[config.mk]
export PLATFORM = sky130hd
export DESIGN_NAME = hazard_unit_param
export DESIGN_NICKNAME = d
export VERILOG_FILES = /design/src/rtl/hazard_unit_param.sv
export SDC_FILE = /design/constraint.sdc
export NUM_CORES = 1
export LEC_CHECK = 0
export CAP_MARGIN = 20
export CORE_ASPECT_RATIO = 1.2
export CORE_UTILIZATION = 49
export DETAILED_ROUTE_END_ITERATION = 16
export PLACE_DENSITY = 0.76
export SYNTH_ARGS = -nofsm -noshare
export SYNTH_HDL_FRONTEND = slang
export SYNTH_HIERARCHICAL = 1
export SYNTH_SLANG_ARGS = --single-unit
[constraint.sdc]
create_clock -name clock -period 2.5 [get_ports clock]
set_input_delay 0.25 -clock clock [delete_from_list [all_inputs] [get_ports clock]]
set_output_delay 0.25 -clock clock [all_outputs]
set_load 0.05 [all_outputs]
[src/rtl/hazard_unit_param.sv]
// Decode-stage hazard, bypass and stall unit: DEPTH-stage tag pipeline plus a multdiv scoreboard.
// Optional HAZARD_STATS_EN adds saturating stall / scoreboard-wait cycle counters.

module hazard_port_lookup #(
    parameter int REG_W    = 5,
    parameter int DEPTH    = 2,
    parameter int LOAD_RDY = 2,
    parameter int SEL_W    = 2
) (
    input  logic [REG_W-1:0]            addr,
    input  logic                        used,
    input  logic [DEPTH:1][REG_W-1:0]   stg_addr,
    input  logic [DEPTH:1]              stg_vld,
    input  logic [DEPTH:1]              stg_load,
    input  logic                        md_busy,
    input  logic                        md_ready,
    input  logic [REG_W-1:0]            md_tag,
    output logic [SEL_W-1:0]            sel,
    output logic                        haz_ld,
    output logic                        haz_md
);
    logic hit;

    always_comb begin
        sel    = '0;
        haz_ld = 1'b0;
        haz_md = 1'b0;
        hit    = 1'b0;
        if (used && addr != '0) begin
            // Scan oldest to youngest so the youngest matching stage decides.
            for (int k = DEPTH; k >= 1; k--) begin
                if (stg_vld[k] && stg_addr[k] == addr) begin
                    hit = 1'b1;
                    if (stg_load[k] && k < LOAD_RDY) begin
                        haz_ld = 1'b1;
                        sel    = '0;
                    end else begin
                        haz_ld = 1'b0;
                        sel    = SEL_W'(k);
                    end
                end
            end
            if (!hit && md_busy && md_tag == addr) begin
                if (md_ready) sel = SEL_W'(DEPTH + 1);
                else          haz_md = 1'b1;
            end
        end
    end
endmodule

module hazard_unit_param #(
    parameter int REG_W    = 5,
    parameter int NUM_READ = 2,
    parameter int DEPTH    = 2,
    parameter int LOAD_RDY = 2,
    localparam int SEL_W   = $clog2(DEPTH + 2)
) (
    input  logic                        clock,
    input  logic                        reset,
    input  logic [NUM_READ*REG_W-1:0]   rd_addr,
    input  logic [NUM_READ-1:0]         rd_used,
    input  logic [REG_W-1:0]            wr_addr,
    input  logic                        wr_en,
    input  logic [1:0]                  wr_class,
    input  logic                        md_ready,
    output logic                        md_start,
    output logic                        stall,
    output logic                        md_busy,
    output logic [NUM_READ*SEL_W-1:0]   fwd_sel
`ifdef HAZARD_STATS_EN
    ,
    output logic [31:0]                 stall_cycles,
    output logic [31:0]                 md_wait_cycles
`endif
);
    typedef struct packed {
        logic [REG_W-1:0] addr;
        logic             load;
    } tag_t;

    tag_t [DEPTH:1]                 stg;
    logic [DEPTH:1]                 vld_pipe;
    logic [DEPTH:1][REG_W-1:0]      stg_addr;
    logic [DEPTH:1]                 stg_load;
    logic [REG_W-1:0]               md_tag;
    logic [NUM_READ-1:0][SEL_W-1:0] sel_c;
    logic [NUM_READ-1:0]            haz_ld, haz_md;
    logic                           is_md, is_load, md_struct, dec_vld;

    assign is_md     = (wr_class == 2'b10);
    assign is_load   = wr_class[0];
    assign md_struct = wr_en & is_md & md_busy & ~md_ready;
    assign stall     = (|haz_ld) | (|haz_md) | md_struct;
    assign md_start  = wr_en & is_md & ~stall;
    // Multdiv ops live only in the scoreboard, never in the tag pipeline.
    assign dec_vld   = wr_en & ~stall & ~is_md & (wr_addr != '0);

    always_comb begin
        for (int k = 1; k <= DEPTH; k++) begin
            stg_addr[k] = stg[k].addr;
            stg_load[k] = stg[k].load;
        end
    end

    for (genvar i = 0; i < NUM_READ; i++) begin : g_port
        hazard_port_lookup #(
            .REG_W(REG_W), .DEPTH(DEPTH), .LOAD_RDY(LOAD_RDY), .SEL_W(SEL_W)
        ) u_lookup (
            .addr     (rd_addr[i*REG_W +: REG_W]),
            .used     (rd_used[i]),
            .stg_addr (stg_addr),
            .stg_vld  (vld_pipe),
            .stg_load (stg_load),
            .md_busy  (md_busy),
            .md_ready (md_ready),
            .md_tag   (md_tag),
            .sel      (sel_c[i]),
            .haz_ld   (haz_ld[i]),
            .haz_md   (haz_md[i])
        );
    end

    always_ff @(posedge clock or posedge reset) begin
        if (reset) begin
            stg      <= '0;
            vld_pipe <= '0;
            fwd_sel  <= '0;
            md_busy  <= 1'b0;
            md_tag   <= '0;
        end else begin
            for (int k = DEPTH; k >= 2; k--) begin
                stg[k]      <= stg[k-1];
                vld_pipe[k] <= vld_pipe[k-1];
            end
            stg[1]      <= '{addr: wr_addr, load: is_load};
            vld_pipe[1] <= dec_vld;
            fwd_sel     <= stall ? '0 : sel_c;
            // A new issue takes precedence over a retiring result in the same cycle.
            if (md_start && wr_addr != '0) begin
                md_busy <= 1'b1;
                md_tag  <= wr_addr;
            end else if (md_ready) begin
                md_busy <= 1'b0;
            end
        end
    end

`ifdef HAZARD_STATS_EN
    always_ff @(posedge clock or posedge reset) begin
        if (reset) begin
            stall_cycles   <= '0;
            md_wait_cycles <= '0;
        end else begin
            if (stall && stall_cycles != '1)
                stall_cycles <= stall_cycles + 32'd1;
            if (stall && !(|haz_ld) && md_wait_cycles != '1)
                md_wait_cycles <= md_wait_cycles + 32'd1;
        end
    end
`endif
endmodule

After elaboration in Yosys (flattened, before gate mapping) --
Cells that the tools add are included.
Operators by class: equality and inequality tests 7, multiplexer cells 30, bitwise logic cells 12, reduce and logical (&&, ||, !) cells 19
Operator list (count):
- == test 5 bit | 6
- 2-to-1 mux 2 bit | 10
- 2-to-1 mux 1 bit | 19
- nonzero test 5 bit | 3
- logical AND 1 bit | 11
- bitwise AND 1 bit | 7
- 2-to-1 mux 4 bit | 1
- OR reduction 2 bit | 2
- inverter 1 bit | 3
- == test 2 bit (second input constant) | 1
- zero test 1 bit | 2
- bitwise OR 1 bit | 2
- nonzero test 2 bit | 1
Storage, ports and cells: output and inout bits 7, word-level logic and storage cells 75, register bits 23, bits of input ports 23

Logic depth before layout (Yosys ltp) --
Gate-level depths: netlist of the first run.
word-level depth 17, gate-level depth with buffers 8, gate-level depth less buffers 7

Cells and area by module --
The synthesis of the first run kept the hierarchy.
By module, submodules not included:
- hazard_unit_param | area an instance 864.6 um^2, sequential area each 600.6 um^2, cells an instance 68, instances 1
- hazard_port_lookup | area an instance 237.7 um^2, sequential area each 0.0 um^2, cells an instance 32, instances 2

Least setup slack after synthesis of the first run --
No wires, ideal clock.
path kind input to output, start point input rd_addr[7], end point output md_start, path slack -0.404 ns, data required time 2.250 ns, data arrival time 2.654 ns, path buffers 0, cell stages on the path 7, cells stage by stage or4_1 > o21a_1 > nand2_1 > nor3_1 > nor4_1 > nand2_1 > nor3_1
RTL lines:
- from (decl) | line 60 | input logic [NUM_READ*REG_W-1:0] rd_addr,
- == test 5 bit | line 32 | if (stg_vld[k] && stg_addr[k] == addr) begin
- logical AND 1 bit | line 32
- 2-to-1 mux 1 bit | line 32
- 2-to-1 mux 1 bit * | line 29 | if (used && addr != '0) begin
- via haz_ld[1] | line 87 | logic [NUM_READ-1:0] haz_ld, haz_md;
- OR reduction 2 bit * | line 93 | assign stall = (|haz_ld) | (|haz_md) | md_struct;
- bitwise OR 1 bit * (2 in series) | line 93
- inverter 1 bit * | line 94 | assign md_start = wr_en & is_md & ~stall;
- bitwise AND 1 bit * | line 94
- to (decl) | line 66 | output logic md_start,
The timed path passes the listed nets; every way through them passes the cells marked *. The select of a mux whose other input is x is not followed.

Final worst setup path of the first run --
start point input rd_addr[2], end point output md_start
On the way: longest elaborated chain between the ends 15
Ends and longest elaborated chain:
- == test 5 bit | line 32
- logical AND 1 bit | line 32
- 2-to-1 mux 1 bit (2 in series) | line 32
- 2-to-1 mux 1 bit | line 29
- zero test 1 bit | line 43 | if (!hit && md_busy && md_tag == addr) begin
- logical AND 1 bit (2 in series) | line 43
- 2-to-1 mux 1 bit | line 43
- 2-to-1 mux 1 bit * | line 29
- via haz_md[0] | line 87
- OR reduction 2 bit * | line 93
- bitwise OR 1 bit * (2 in series) | line 93
- inverter 1 bit * | line 94
- bitwise AND 1 bit * | line 94
Marked as above.

==> results by group, run 1 <==
Outcome
  – Status: finished, violations left
  – Failing checks: negative setup slack

Placement
  – GP Congestion: 0.906
  – IO buf count: 29
  – Post-DP HPWL: about 2.7 mm

Drt
  – DR vias: 1271
  – Initial DRC count: 31
  – DRC violations left: 0
  – DR top layer: met4
  – Met3 routed WL: approximately 90 microns
  – Met2 Wirelength: between 2 and 2.5 mm
  – Avg WL per Cell: approximately 16 microns
  – DRT met1 WL: between 1.5 and 2 mm
  – Post-route ant nets: 0
  – DRT Pass-1 Iters: 4
  – Final WL: roughly 3.7 mm
  – Vias per inst: 5.65

Finish
  – Nets@finish: roughly 220
  – Sequential cell area: around 580 sq um
  – Diodes inserted: 0
  – FILL cells: 166
  – Area of the multi-input gates: 803 sq um
  – Synth-to-Final Area Change: 51.6%
  – Share of cells above drive strength 1: 0.260

Power and ir drop
  – Combinational power share: 0.293
  – Sequential power share: 0.508
  – Clk network pwr share: 0.198
  – Pwr dens: 440 mW/mm^2
  – NetSw: approximately 280 uW
  – Max VDD drop: between 0.3 and 0.4 mV
  – Total power: 878 uW
  – Power Internal: ~600 uW
  – Leak: between 0.0008 and 0.0009 uW
  – Switching part of the total: 0.318

Clock network
  – CTS buffer count: 3
  – Clk_lat worst skew: roughly 0.31 ns
  – CTS tree: done
  – Hold Buf Count CTS: 0
  – CTS root buf: clkbuf_4
  – CTS Buffer Depth: 2
  – # clock sinks: 23
  – Clk slew on worst S/H paths: between 0.1 and 0.15 ns
  – H-tree depth: 1

Worst setup path
  – Largest stage delay on the critical path: 0.54 ns
  – Critical path type: in -> out
  – CP arrival: between 2 and 3 ns
  – Critical path's slowest cell: or4_1
  – Worst reg-to-reg path cell count: 10
  – CP Capture Type: primary output
  – CP Cell Sequence: clkdlybuf4s50_1 > or4_1 > o21a_1 > o21ai_2 > nor4_4 > nor4_2 > buf_4 > nand2_4 > nor3_4 > buf_12
  – Crit path launch type: primary input
  – Critical path peak fanout: 3
  – Worst path required time: around 2.3 ns

Global route
  – First-pass GRT wire length: ~6.0 mm
  – Global route overflow: 0
  – Largest net degree at the start of global routing: 24
  – Initial antenna violation count: 0
  – Total track usage: 0.280
  – Vias in the first global route: ~1300

STA
  – Worst-Margin Slew: 0.898 ns
  – Worst Setup Slack, final: -0.291 ns
  – Min Tclk post-route: about 2.8 ns
  – Period utilization: 1.12
  – Clock Skew: approximately 0.0065 ns
  – Final Hold Viols: 0
  – Setup TNS: -1.26 ns
  – Final setup viols: 7
  – Hold WS: 0.417 ns
  – FMAX: ~0.36 GHz
  – Max Slew Vio Count: 0
  – Rel. slew slack: 0.401
  – RSZ-0062 raised after global routing: true

Hold path
  – Worst hold path class: in -> async

Die
  – Die Footprint: 0.00290 sq mm
  – DIE HEIGHT: between 50 and 60 microns
  – Core Area: between 0.002 and 0.003 sq mm
  – Row count: 20
  – Chip width: ~50 microns
  – IO Count: 30
  – Starting Density: 0.520

Synthesis
  – Synthesized area per cell: 10.0 sq um
  – Syn Nets: ~150
  – Mapped cell area: roughly 0.0013 sq mm
  – Warnings, synthesis: 6
  – Synth Instances: approximately 130

Flow run
  – Max-cap violation count: 0
==> critical path: cells and delay by family <==
family	cells	cell delay, ns
buffers and inverters	3	0.78
AOI/OAI and AO/OA	2	0.33
and+or+nand+nor	5	1.19
==> path summary, 6_finish.rpt <==
check	start	end	slack (ns)
worst min register to register	stg[4]	stg[10]	0.47
worst max register to register	stg[9]	md_tag[2]	-0.17
max in group asynchronous	reset	stg[9]	1.53
min in group clock	wr_class[0]	stg[0]	0.42
worst min-delay path	reset	md_tag[1]	0.42
worst max-delay path	rd_addr[2]	md_start	-0.29
==> routing by layer <==
layer  GRT usage  up-vias
li1            -      611
met1       0.346      625
met2       0.505       31
met3      0.0284        4
met4       0.101        0
met5           0        -
==> sequential cells by signal, summed over array words and instances (netlist names) <==
name,cells
vld_pipe,2
stg,11
fwd_sel,4
md_busy,1
md_tag,5
==> cells in the final DEF (no fill, tap or decap), drive strengths merged, types with 4 or more instances in the layout <==
master / n
dlygate4sd2: 4
xor2: 16
buf: 33
dfrtp: 23
clkdlybuf4s50: 22
nand4: 4
and2: 4
xnor2: 14
nand3: 14
o41ai: 5
nor3: 4
clkbuf: 4
nor4: 7
nand2: 6
o211ai: 5
==> per-stage QoR <==
step                cell area [sq um]  worst slack [ns]  utilization  std cells
global route                     1990            -0.425        0.789        225
CTS                              1920            -0.251        0.761        222
global placement                 1840            -0.451        0.729        216
detailed placement               1840            -0.521        0.729        216
floorplan                        1320            0.0192            -        131
finish                           1990            -0.291        0.789        225
==> power groups by stage <==
stage	clock, uW	sequential [uW]	combinational (uW)
final	174	446	258
after global routing	205	450	278
after CTS	182	445	247
after detailed placement	0	452	237
after global placement	0	450	232
after floorplan	0	448	120
==> area by class of cell <==
class | instances | share of cell area
Multi-Input combinational cell | 102 | 0.403
Sequential cell | 23 | 0.289
Timing Repair Buffer | 60 | 0.269
Tap cell | 33 | 0.0207
Clock buffer | 4 | 0.0132
Inverter | 3 | 0.00565
==> timing repair <==
action | CTS | global route
setup endpoints to repair | 7 | 7
pin swaps | 4 | 6
setup buffers | 2 | 3
gates resized for setup | 12 | 10
No activity file was read; power rests on OpenSTA's default activity.
==> run 2: changes to the inputs <==
- CTS_CLUSTER_SIZE: unset -> 10
- GPL_ROUTABILITY_DRIVEN: unset -> 0
==> results of run 2 <==
No change in the layout: final DEF, timing and power equal those of run 1.
==> run 3: changes to the inputs <==
- TNS_END_PERCENT: unset -> 50
==> run 3 against run 2 <==
Compared with the run above: the flow still finishes with violations (negative setup slack); sequential power hardly changed; clock power is essentially flat; worst hold slack improved by 0.0011 ns; clock-buffer cell count did not move; worst setup slack improved by 0.0023 ns; final cell count stayed put; first-iteration DRC count shrank 26%; flip-flop and latch count is the same; core utilization did not move; combinational power hardly changed; routed wire length is 0.24% lower; largest cell class unchanged.
==> results by group, run 3 (same netlist as run 1, synthesis figures left out) <==
STA
  – Period utilization: 1.12 (about the same)
  – Final Hold Viols: 0 (unchanged)
  – Clock Skew: 0.00792 ns (was 0.00654 ns)
  – Worst-Margin Slew: 0.904 ns (was 0.898 ns)
  – RSZ-0062 raised after global routing: true (unchanged)
  – Rel. slew slack: 0.397 (was 0.401)
  – Min Tclk post-route: 2.79 ns (about the same)
  – FMAX: 0.359 GHz (was 0.358 GHz)
  – Setup TNS: -1.24 ns (was -1.26 ns)
  – Max Slew Vio Count: 0 (unchanged)
  – Hold WS: 0.418 ns (was 0.417 ns)
  – Worst Setup Slack, final: -0.289 ns (was -0.291 ns)
  – Final setup viols: 7 (unchanged)

Clock network
  – CTS Buffer Depth: 2 (unchanged)
  – Clk slew on worst S/H paths: 0.13 ns (about the same)
  – CTS buffer count: 3 (unchanged)
  – CTS root buf: clkbuf_4 (unchanged)
  – CTS tree: done (unchanged)
  – Hold Buf Count CTS: 0 (unchanged)
  – Clk_lat worst skew: 0.31 ns (about the same)
  – H-tree depth: 1 (unchanged)
  – # clock sinks: 23 (unchanged)

Finish
  – Sequential cell area: 576 sq um (unchanged)
  – Share of cells above drive strength 1: 0.260 (unchanged)
  – Area of the multi-input gates: 803 sq um (unchanged)
  – Most frequent cells in the layout: buf_4, dfrtp_1, clkdlybuf4s50_1, xor2_1 (unchanged)
  – Most flops, register: stg (unchanged)
  – Largest regs: stg (11), md_tag (5), fwd_sel (4) (unchanged)
  – Final Util: 0.789 (unchanged)
  – Diodes inserted: 0 (unchanged)
  – FILL cells: 166 (unchanged)
  – Max reg flops: 11 (unchanged)
  – Synth-to-Final Area Change: 51.6% (unchanged)
  – Commonest non-fill, non-tap cell in the layout: buf_4 (unchanged)
  – Nets@finish: 216 (unchanged)

Drt
  – DRC violations left: 0 (unchanged)
  – Met2 Wirelength: 2.01 mm (was 2.03 mm)
  – Post-route ant nets: 0 (unchanged)
  – DR top layer: met4 (unchanged)
  – Vias per inst: 5.66 (was 5.65)
  – Final WL: 3.69 mm (was 3.70 mm)
  – DRT met1 WL: 1.52 mm (was 1.54 mm)
  – Avg WL per Cell: 16.4 microns (was 16.5 microns)
  – DR vias: 1274 (was 1271)
  – DRT Pass-1 Iters: 4 (unchanged)
  – Initial DRC count: 23 (was 31)
  – Met3 routed WL: 118 microns (was 92 microns)

Die
  – Row count: 20 (unchanged)
  – Starting Density: 0.520 (unchanged)
  – DIE HEIGHT: 58.8 microns (unchanged)
  – Die Footprint: 0.00290 sq mm (unchanged)
  – Chip width: 49.3 microns (unchanged)
  – Core Area: 0.00253 sq mm (unchanged)
  – IO Count: 30 (unchanged)

Power and ir drop
  – Pwr dens: 441 mW/mm^2 (was 440 mW/mm^2)
  – Combinational power share: 0.293 (about the same)
  – NetSw: 279 uW (about the same)
  – Switching part of the total: 0.318 (about the same)
  – Max VDD drop: 0.348 mV (was 0.349 mV)
  – Power Internal: 599 uW (about the same)
  – Clk network pwr share: 0.199 (was 0.198)
  – Total power: 878 uW (about the same)
  – Leak: 0.000819 uW (unchanged)
  – Sequential power share: 0.508 (about the same)

Worst setup path
  – Critical path peak fanout: 3 (unchanged)
  – CP Capture Type: primary output (unchanged)
  – Crit path launch type: primary input (unchanged)
  – Worst path required time: 2.25 ns (about the same)
  – Critical path type: in -> out (unchanged)
  – CP arrival: 2.54 ns (about the same)

Global route
  – First-pass GRT wire length: 6.04 mm (about the same)
  – Largest net degree at the start of global routing: 24 (unchanged)
  – Total track usage: 0.279 (was 0.280)
  – Vias in the first global route: 1301 (was 1296)
  – Initial antenna violation count: 0 (unchanged)
  – Global route overflow: 0 (unchanged)

Placement
  – Post-DP HPWL: 2.71 mm (unchanged)
  – IO buf count: 29 (unchanged)
  – Setup Slack @ Placement: -0.521 ns (unchanged)

Hold path
  – Worst hold path class: in -> async (unchanged)

Flow run
  – Max-cap violation count: 0 (unchanged)

Outcome
  – Failing checks: negative setup slack (unchanged)
  – Status: finished, violations left (unchanged)
[run 3: stage by stage]
step | cells | instance area, sq um
4_1_cts | 222 | 1920
3_5_place_dp | 216 | 1840
2_1_floorplan | 131 | 1320
5_1_grt | 225 | 1990
3_3_place_gp | 216 | 1840
6_report | 225 | 1990
[run 3: power groups by stage]
stage	clock network [uW]	logic [uW]	registers [uW]
2_1_floorplan	0	120	448
3_3_place_gp	0	232	450
3_5_place_dp	0	237	452
4_1_cts	182	247	445
5_1_grt	205	278	450
6_report	175	257	447
[run 3: layout make-up]
class	instances	area share
Clock buffer	4	0.0132
Inverter	3	0.00565
Multi-Input combinational cell	102	0.403
Tap cell	33	0.0207
Sequential cell	23	0.289
Timing Repair Buffer	60	0.269
[run 3: what timing repair did]
item,4_1_cts,5_1_grt
hold endpoints to repair,0,0
buffers inserted,2,3
gates resized for setup,12,10
setup endpoints to repair,7,7
pin swaps,4,6
[run 3: metal layers]
layer,track usage,up-vias
met1,0.344,620
met5,0,-
li1,-,608
met2,0.505,40
met3,0.0284,6
met4,0.101,0
[run 3: worst max-delay path, stage by stage]
cell and delay (ns):
clkdlybuf4s50_1 0.45, or4_1 0.54, o21a_1 0.22, o21ai_2 0.11, nor4_4 0.09, nor4_2 0.26, buf_4 0.17, nand2_4 0.06
nor3_4 0.23, buf_12 0.16
[run 3: path summary, 6_finish.rpt]
kind	start	end	slack [ns]	depth (start not counted)
worst max register to register	stg[9]	md_tag[2]	-0.17	10
worst max-delay path	rd_addr[2]	md_start	-0.29	10
worst min register to register	stg[4]	stg[10]	0.47	0
min in group clock	wr_class[0]	stg[0]	0.42	1
max in group asynchronous	reset	stg[9]	1.53	2
worst min-delay path	reset	md_tag[1]	0.42	2
